==> src/rtl/tron_ctrl_pkg.sv <==
// Shared encodings for the Tron instruction sequencer: FSM states, opcode and
// ext fields, write-back bus select codes, PC source codes, condition codes,
// and the EXEC-state decode helper.
package tron_ctrl_pkg;

  typedef enum logic [2:0] {
    ST_IDLE   = 3'd0,
    ST_FETCH  = 3'd1,
    ST_DECODE = 3'd2,
    ST_EXEC   = 3'd3,
    ST_MEM_RD = 3'd4,
    ST_MEM_WR = 3'd5,
    ST_LINK   = 3'd6
  } state_t;

  // Opcodes, instr[15:12]
  localparam logic [3:0] OP_RTYPE   = 4'b0000;
  localparam logic [3:0] OP_SPECIAL = 4'b0100;
  localparam logic [3:0] OP_SHIFT   = 4'b1000;
  localparam logic [3:0] OP_BCOND   = 4'b1100;
  localparam logic [3:0] OP_MOVI    = 4'b1101;
  localparam logic [3:0] OP_LUI     = 4'b1111;

  // Extended opcodes, instr[7:4]
  localparam logic [3:0] EXT_MOV    = 4'b1101;
  localparam logic [3:0] EXT_LOAD   = 4'b0000;
  localparam logic [3:0] EXT_STOR   = 4'b0100;
  localparam logic [3:0] EXT_JAL    = 4'b1000;
  localparam logic [3:0] EXT_JCOND  = 4'b1100;

  // Write-back bus select codes, shared with the bus mux
  localparam logic [2:0] BUS_ALU    = 3'b000;
  localparam logic [2:0] BUS_SHIFT  = 3'b001;
  localparam logic [2:0] BUS_IMM    = 3'b010;
  localparam logic [2:0] BUS_MEM    = 3'b011;
  localparam logic [2:0] BUS_PC     = 3'b100;
  localparam logic [2:0] BUS_REGB   = 3'b101;

  // PC source codes
  localparam logic [1:0] PC_INC     = 2'b00;
  localparam logic [1:0] PC_DISP    = 2'b01;
  localparam logic [1:0] PC_REGB    = 2'b10;

  // Condition codes, instr[11:8]
  localparam logic [3:0] CC_EQ = 4'b0000;
  localparam logic [3:0] CC_NE = 4'b0001;
  localparam logic [3:0] CC_CS = 4'b0010;
  localparam logic [3:0] CC_CC = 4'b0011;
  localparam logic [3:0] CC_HI = 4'b0100;
  localparam logic [3:0] CC_LS = 4'b0101;
  localparam logic [3:0] CC_GT = 4'b0110;
  localparam logic [3:0] CC_LE = 4'b0111;
  localparam logic [3:0] CC_FS = 4'b1000;
  localparam logic [3:0] CC_FC = 4'b1001;
  localparam logic [3:0] CC_LO = 4'b1010;
  localparam logic [3:0] CC_HS = 4'b1011;
  localparam logic [3:0] CC_LT = 4'b1100;
  localparam logic [3:0] CC_GE = 4'b1101;
  localparam logic [3:0] CC_UC = 4'b1110;
  localparam logic [3:0] CC_NV = 4'b1111;

  // Flag bit positions within flags[4:0] = {C,L,F,Z,N}
  localparam int FLG_C = 4;
  localparam int FLG_L = 3;
  localparam int FLG_F = 2;
  localparam int FLG_Z = 1;
  localparam int FLG_N = 0;

  typedef enum logic [1:0] {
    NX_BOUNDARY = 2'd0,
    NX_MEM_RD   = 2'd1,
    NX_MEM_WR   = 2'd2,
    NX_LINK     = 2'd3
  } exec_next_t;

  typedef struct packed {
    logic [2:0] bus_sel;
    logic       reg_we;
    logic       flag_we;
    logic       alu_imm;
    logic       pc_en;
    logic [1:0] pc_src;
    exec_next_t nxt;
  } exec_ctl_t;

  // Controls driven during EXEC and where the FSM goes afterwards.
  function automatic exec_ctl_t exec_decode(input logic [15:0] instr,
                                            input logic        taken);
    exec_ctl_t  c;
    logic [3:0] op;
    logic [3:0] ext;
    op  = instr[15:12];
    ext = instr[7:4];
    c   = '{bus_sel: BUS_ALU, reg_we: 1'b0, flag_we: 1'b0, alu_imm: 1'b0,
            pc_en: 1'b0, pc_src: PC_INC, nxt: NX_BOUNDARY};
    case (op)
      OP_RTYPE: begin
        c.reg_we = 1'b1;
        c.pc_en  = 1'b1;
        if (ext == EXT_MOV) begin
          c.bus_sel = BUS_REGB;
        end else begin
          c.bus_sel = BUS_ALU;
          c.flag_we = 1'b1;
        end
      end
      OP_SHIFT: begin
        c.bus_sel = BUS_SHIFT;
        c.reg_we  = 1'b1;
        c.pc_en   = 1'b1;
      end
      OP_MOVI, OP_LUI: begin
        c.bus_sel = BUS_IMM;
        c.reg_we  = 1'b1;
        c.pc_en   = 1'b1;
      end
      OP_SPECIAL: begin
        case (ext)
          EXT_LOAD:  c.nxt = NX_MEM_RD;
          EXT_STOR:  c.nxt = NX_MEM_WR;
          EXT_JAL: begin
            // PC advances here so LINK can write PC+1 into the link register
            c.pc_en = 1'b1;
            c.nxt   = NX_LINK;
          end
          EXT_JCOND: begin
            c.pc_en  = 1'b1;
            c.pc_src = taken ? PC_REGB : PC_INC;
          end
          default:   c.pc_en = 1'b1;
        endcase
      end
      OP_BCOND: begin
        c.pc_en  = 1'b1;
        c.pc_src = taken ? PC_DISP : PC_INC;
      end
      default: begin
        c.alu_imm = 1'b1;
        c.bus_sel = BUS_ALU;
        c.reg_we  = 1'b1;
        c.flag_we = 1'b1;
        c.pc_en   = 1'b1;
      end
    endcase
    return c;
  endfunction

endpackage

==> src/rtl/tron_cond_eval.sv <==
// Condition evaluator shared by Jcond and Bcond: cond field + flags -> taken.
module tron_cond_eval
  import tron_ctrl_pkg::*;
(
  input  logic [3:0] cond,
  input  logic [4:0] flags,
  output logic       taken
);

  logic c_f, l_f, f_f, z_f, n_f;

  assign c_f = flags[FLG_C];
  assign l_f = flags[FLG_L];
  assign f_f = flags[FLG_F];
  assign z_f = flags[FLG_Z];
  assign n_f = flags[FLG_N];

  // Evaluate the selected condition against the current flags
  always_comb begin
    taken = 1'b0;
    case (cond)
      CC_EQ: taken = z_f;
      CC_NE: taken = ~z_f;
      CC_CS: taken = c_f;
      CC_CC: taken = ~c_f;
      CC_HI: taken = l_f;
      CC_LS: taken = ~l_f;
      CC_GT: taken = n_f;
      CC_LE: taken = ~n_f;
      CC_FS: taken = f_f;
      CC_FC: taken = ~f_f;
      CC_LO: taken = ~l_f & ~z_f;
      CC_HS: taken = l_f | z_f;
      CC_LT: taken = ~n_f & ~z_f;
      CC_GE: taken = n_f | z_f;
      CC_UC: taken = 1'b1;
      CC_NV: taken = 1'b0;
      default: taken = 1'b0;
    endcase
  end

endmodule

==> src/rtl/tron_seq_ctrl.sv <==
// Multi-cycle instruction sequencer for the 16-bit Tron datapath.
//
// state  | meaning
// IDLE   | halted, all controls low; waits for run
// FETCH  | read instruction at PC; load IR on mem_ready
// DECODE | register file read, no strobes
// EXEC   | opcode-specific write-back / PC update
// MEM_RD | LOAD data read from regB address; write-back on mem_ready
// MEM_WR | STOR data write to regB address; done on mem_ready
// LINK   | JAL second half: write PC+1 to link register, jump to regB
module tron_seq_ctrl
  import tron_ctrl_pkg::*;
(
  input  logic        clk,
  input  logic        reset,
  input  logic        run,
  input  logic [15:0] instr,
  input  logic [4:0]  flags,
  input  logic        mem_ready,
  output logic [2:0]  bus_sel,
  output logic        reg_we,
  output logic        flag_we,
  output logic        ir_we,
  output logic        alu_imm,
  output logic        pc_en,
  output logic [1:0]  pc_src,
  output logic        addr_sel,
  output logic        mem_re,
  output logic        mem_we,
  output logic [2:0]  state_dbg
);

  state_t    state;
  logic      taken;
  exec_ctl_t ectl;
  state_t    boundary_next;

  tron_cond_eval u_cond (
    .cond  (instr[11:8]),
    .flags (flags),
    .taken (taken)
  );

  assign ectl          = exec_decode(instr, taken);
  assign boundary_next = run ? ST_FETCH : ST_IDLE;
  assign state_dbg     = state;

  // Sequencer state register and transition logic
  always_ff @(posedge clk or posedge reset) begin
    if (reset) begin
      state <= ST_IDLE;
    end else begin
      case (state)
        ST_IDLE:   if (run) state <= ST_FETCH;
        ST_FETCH:  if (mem_ready) state <= ST_DECODE;
        ST_DECODE: state <= ST_EXEC;
        ST_EXEC: begin
          case (ectl.nxt)
            NX_MEM_RD: state <= ST_MEM_RD;
            NX_MEM_WR: state <= ST_MEM_WR;
            NX_LINK:   state <= ST_LINK;
            default:   state <= boundary_next;
          endcase
        end
        ST_MEM_RD: if (mem_ready) state <= boundary_next;
        ST_MEM_WR: if (mem_ready) state <= boundary_next;
        ST_LINK:   state <= boundary_next;
        default:   state <= ST_IDLE;
      endcase
    end
  end

  // Datapath controls; reset gates everything so nothing leaks during reset
  always_comb begin
    bus_sel  = BUS_ALU;
    reg_we   = 1'b0;
    flag_we  = 1'b0;
    ir_we    = 1'b0;
    alu_imm  = 1'b0;
    pc_en    = 1'b0;
    pc_src   = PC_INC;
    addr_sel = 1'b0;
    mem_re   = 1'b0;
    mem_we   = 1'b0;
    if (!reset) begin
      case (state)
        ST_FETCH: begin
          mem_re = 1'b1;
          ir_we  = mem_ready;
        end
        ST_EXEC: begin
          bus_sel = ectl.bus_sel;
          reg_we  = ectl.reg_we;
          flag_we = ectl.flag_we;
          alu_imm = ectl.alu_imm;
          pc_en   = ectl.pc_en;
          pc_src  = ectl.pc_src;
        end
        ST_MEM_RD: begin
          mem_re   = 1'b1;
          addr_sel = 1'b1;
          bus_sel  = BUS_MEM;
          reg_we   = mem_ready;
          pc_en    = mem_ready;
        end
        ST_MEM_WR: begin
          mem_we   = 1'b1;
          addr_sel = 1'b1;
          pc_en    = mem_ready;
        end
        ST_LINK: begin
          bus_sel = BUS_PC;
          reg_we  = 1'b1;
          pc_en   = 1'b1;
          pc_src  = PC_REGB;
        end
        default: ;
      endcase
    end
  end

endmodule

==> config.mk <==
export PLATFORM = sky130hd
export DESIGN_NAME = tron_seq_ctrl
export DESIGN_NICKNAME = d
export VERILOG_FILES = /design/src/rtl/tron_ctrl_pkg.sv /design/src/rtl/tron_cond_eval.sv /design/src/rtl/tron_seq_ctrl.sv
export SDC_FILE = /design/constraint.sdc
export NUM_CORES = 1
export LEC_CHECK = 0
export ABC_AREA = 1
export BUFFER_PORTS_ARGS = -buffer_cell sky130_fd_sc_hd__buf_2
export CORE_MARGIN = 10
export CORE_UTILIZATION = 39
export CTS_CLUSTER_SIZE = 10
export DETAILED_ROUTE_END_ITERATION = 16
export PLACE_DENSITY = 0.76
export SKIP_CTS_REPAIR_TIMING = 1
export SLEW_MARGIN = 20
export SYNTH_ARGS = -nofsm -noshare
export SYNTH_HDL_FRONTEND = slang
export SYNTH_SLANG_ARGS = --single-unit
==> constraint.sdc <==
create_clock -name clk -period 1.1 [get_ports clk]
set_input_delay 0.055 -clock clk [delete_from_list [all_inputs] [get_ports clk]]
set_output_delay 0.055 -clock clk [all_outputs]
set_load 0.05 [all_outputs]
Yosys cells after proc, flatten, opt, wreduce, memory -nomap -nowiden --
Index checks and enable logic that the tools add are counted.
Storage, ports and cells: input bits 25, word-level logic and storage cells 98, output and inout port bits 16, bits in registers 3
Cells by class: multiplexer cells 40, reduce and logical (&&, ||, !) cells 12, equal/unequal tests 36, bitwise logic cells 9
Operators with widths (count):
- == test 4 bit (second input constant) | 15
- == test 4 x 3 -> 1 bit (second input constant) | 6
- two-way mux 1 bit | 20
- one-hot mux 3 bit (3 select lines) | 2
- one-hot mux 3 bit (6 select lines) | 1
- one-hot mux 1 bit (16 select lines) | 1
- one-hot mux 4 bit (4 select lines) | 1
- two-way mux 3 bit | 5
- logical NOT 4 bit | 3
- OR reduction 2 bit | 5
- == test 3 bit (second input constant) | 3
- == test 4 x 2 -> 1 bit (second input constant) | 2
- two-way mux 2 bit | 4
- one-hot mux 2 bit (2 select lines) | 2
- == test 3 x 2 -> 1 bit (second input constant) | 2
- one-hot mux 1 bit (3 select lines) | 2
- one-hot mux 2 bit (3 select lines) | 1
- OR reduction 6 bit | 1
- inverter 1 bit | 5
- OR reduction 5 bit | 1
- == test 2 bit (second input constant) | 2
- == test 4 x 1 -> 1 bit (second input constant) | 1
- inequality test 2 bit (second input constant) | 2
- == test 3 x 1 -> 1 bit (second input constant) | 1
- other kinds (7) | 9

Depth between registers and ports, before layout --
depth after elaboration 8, mapped depth 11, mapped depth without buffers 10

By module --
Synthesis repeated with hierarchy kept, for this count alone.
Unflattened totals: cells, all modules 143, area, all modules 721.9 um2
Modules (own cells, without submodules):
- tron_seq_ctrl | seq. area each 75.1 um2, cells each 91, area an instance 501.7 um2, times used 1
- tron_cond_eval | seq. area each 0.0 um2, cells each 52, area an instance 220.2 um2, times used 1

Worst setup path before layout --
Ideal clock, no wire load.
path kind register to output, from register state[1] (netlist: state_dbg[1]), to output flag_we, data arrival time 2.281 ns, cell stages (with the launch flop) 7, buffers on the path 1, required time 1.045 ns, slack -1.236 ns, path through dfrtp_1 > buf_6 > nand2_2 > nor2_8 > nand2_2 > nor3_2 > o21a_1
Between the ends: cells in the longest elaborated chain, start to end 3
Ends and longest elaborated chain:
- from (decl) | line tron_seq_ctrl.sv:33 | state_t state;
- from (signal assigned) | line tron_seq_ctrl.sv:62 | default: state <= boundary_next;
- from (signal assigned) | line tron_seq_ctrl.sv:65 | ST_MEM_RD: if (mem_ready) state <= boundary_next;
- from (signal assigned) | line tron_seq_ctrl.sv:66 | ST_MEM_WR: if (mem_ready) state <= boundary_next;
- == test 3 x 2 -> 1 bit | line tron_seq_ctrl.sv:86 | case (state)
- two-way mux 1 bit | line tron_seq_ctrl.sv:86
- two-way mux 1 bit | line tron_seq_ctrl.sv:85 | if (!reset) begin
- to (decl) | line tron_seq_ctrl.sv:22 | output logic flag_we,
No other way between the ends.

Final worst setup path --
from register state[2] (netlist: state_dbg[2]), to output pc_src[1]
Between the ends: cells in the longest elaborated chain, start to end 3, elaborated cells between the ends (all ways) 4, classes of those cells 2 x eq/ne; 2 x mux
Ends and longest elaborated chain:
- == test 3 bit / == test 3 x 2 -> 1 bit (equally long branches) | line tron_seq_ctrl.sv:86
- one-hot mux 2 bit (2 select lines) (*) | line tron_seq_ctrl.sv:86
- two-way mux 2 bit (*) | line tron_seq_ctrl.sv:85
- to (decl) | line tron_seq_ctrl.sv:26 | output logic [1:0] pc_src,
Mark *: on every way between the ends. The rest lies on a longest branch, timed or not.

==> results.md <==
- Post-synthesis sequential area ratio: 10.77%
- Fin crit share: 142.1%
- Kind of critical path: register to primary output
- Largest register FFs: 3
- IO buf count: 36
- Worst hold path type: input pin to register
- Area grow syn2layout: 93.00%
- Fmax: 639.7 MHz
- Worst-path maximum fanout: 5
- Total core area: 1708 sq um
- Flop-to-flop setup slack: -0.21 ns
- Die area: 3878 sq um
- Commonest cells after routing, fill and taps aside: nand2_1 (34), buf_4 (26), buf_2 (23)
- Failing checks: negative setup slack
- Starting DRT DRC Count: 31
- Critical Path Source Type: register
- # DRC: 0
- Slew HR: 81.06%
- Non-Filler Instances: 216
- Die Span Y: 62.27 microns
- Worst r2r path cells: 7
- Layout cell share with drive strength beyond 1: 54.45%
- WHS Path Cells: 4
- Final Hold Fails: 0
- Most common cell after layout, fill and taps aside: nand2_1
- CTS Buffer Depth: 2
- Yosys reg bits: 3
- Worst Path Required: 1.04 ns
- Cell Area, Placed: 1174 sq um
- Final min period: 1.563 ns
- Post-route ant nets: 0
- First-pass GRT wire length: 4.250 mm
- Yosys warnings: 0
- Initial core utilization: 40.81%
- Vias: 1046
- CTS tree: built
- Top-Level Pins: 41
- GRT overflow: 0
- Clk_lat worst skew: 0.22 ns
- Final worst setup slack: -0.4633 ns
- Pre-antenna DRT Iters: 4
- Setup violators final: 16
- Final design utilization: 78.75%
- Pin count of the biggest net entering global routing: 10
- Worst R2R Start: state_dbg[2]
- Layout net count: 217
- Core Rows: 15
- GRT Overall Usage: 12.47%
- Setup TNS: -5.087 ns
- Pwr/cell area: 1268 nW/um^2
- Final wirelength: 2.743 mm
- Avg WL per Cell: 12.70 microns
- Die W: 62.27 microns
- Root Buffer: clkbuf_4
- Yosys cell types: 29
- Hold endpoint: state_dbg[0]
- Clock Pin Slew Worst Setup and Hold Paths: 0.04 ns
- Syn Area/Cell: 5.531 sq um
- Crit end category: primary output
- Least-Margin Pin Slew: 0.2816 ns
- Placed instance count: 210
- VDD IR-drop max: 1.790 mV
- Syn nets: 151
- Reg-to-Reg End: state_dbg[0]
- Cell Area, Synth: 696.9 sq um
- RSZ-0062 raised after global routing: true
- GPL Wtd Cong: 0.8642
- Clock skew: 0.002393 ns
- H-tree Lvls: 1
- Syn Inst Count: 126
- Antenna cells: 0
- Via/cell ratio: 4.843
- Hold Crit Start: mem_ready
- Max-Cap Viols: 0
- Leakage: 0.0007075 uW
- Pre-CTS WS: -0.3137 ns
- Post-DP HPWL: 2.265 mm
- Num CTS Buffers: 3
- Max Slew Vio Count: 0
- Initial antenna violation count: 0
- Outcome: finished with violations
- Vias in the first global route: 1042
- Finished Cell Area: 1345 sq um
- Clock Sinks: 3
- Critical path arrival: 1.51 ns
==> cells by family (layout without fill, tap and decap cells) <==
logic type / after synthesis / after routing / share of synthesized area, %
AO/OA/AOI/OAI: 17 / 17 / 14.90
buffers and inverters: 25 / 90 / 16.16
flip-flops: 3 / 3 / 10.77
AND/OR/NAND/NOR: 81 / 81 / 58.17
==> power by group <==
group          leakage, uW  total, uW  switching (uW)  internal (uW)
logic             0.000658       1310             783            523
clock network    0.0000150        183            47.2            135
registers        0.0000343        217            62.8            154
total             0.000707       1710             893            813
==> routing by layer <==
layer	track usage (%)	vias to the layer above	wire [microns]
met1	13.74	476	1018
met4	0.8380	0	0
met2	24.10	33	1507
li1	-	537	-
met5	0	-	0
met3	3.047	0	217
==> critical path, cell delays in order (launching register included) <==
cell and delay [ns]:
dfrtp_4 0.49, nor2_8 0.17, inv_4 0.05, nor3_2 0.16, nand3_1 0.10, a21oi_2 0.13, buf_6 0.17
==> how the worst max path moves through the flow <==
| stage | start | endpoint | slack (ns) |
|---|---|---|---|
| floorplan | state_dbg[1] | flag_we | -0.73 |
| global placement | state_dbg[2] | pc_src[1] | -0.27 |
| detailed placement | state_dbg[2] | pc_src[1] | -0.31 |
| CTS | state_dbg[2] | pc_src[1] | -0.55 |
| global route | state_dbg[2] | pc_src[1] | -0.55 |
| finish | state_dbg[2] | pc_src[1] | -0.46 |
==> metrics by stage <==
stage	power, uW	hold WS, ns
2_1_floorplan	952.8	0.07930
3_3_place_gp	1355	0.1252
3_5_place_dp	1379	0.1428
4_1_cts	1569	-0.08987
5_1_grt	1818	0.1967
6_report	1705	0.1852
==> synth_stat cells (all sizes together) <==
| library cell | number | area, sq um |
|---|---|---|
| a22oi | 1 | 7.510 |
| nor2 | 18 | 93.84 |
| o31ai | 1 | 7.510 |
| clkinv | 1 | 3.750 |
| dfrtp | 3 | 75.07 |
| buf | 3 | 27.52 |
| nand2 | 39 | 153.9 |
| or2 | 1 | 6.260 |
| nor3 | 8 | 55.05 |
| o22ai | 2 | 12.51 |
| nand3 | 13 | 70.07 |
| nand3b | 1 | 20.02 |
| o21ai | 5 | 25.02 |
| o21a | 1 | 7.510 |
| inv | 21 | 81.33 |
| o211a | 1 | 10.01 |
| a21oi | 6 | 33.78 |
| nand4 | 1 | 6.260 |
==> cell type report <==
type,instances,area [sq um]
Multi-Input combinational cell,98,625.6
Timing Repair Buffer,64,490.5
Fill cell,118,362.8
Inverter,22,90.09
Sequential cell,3,81.33
Tap cell,25,31.28
Clock buffer,4,26.28
(Power assumes the default switching activity.)
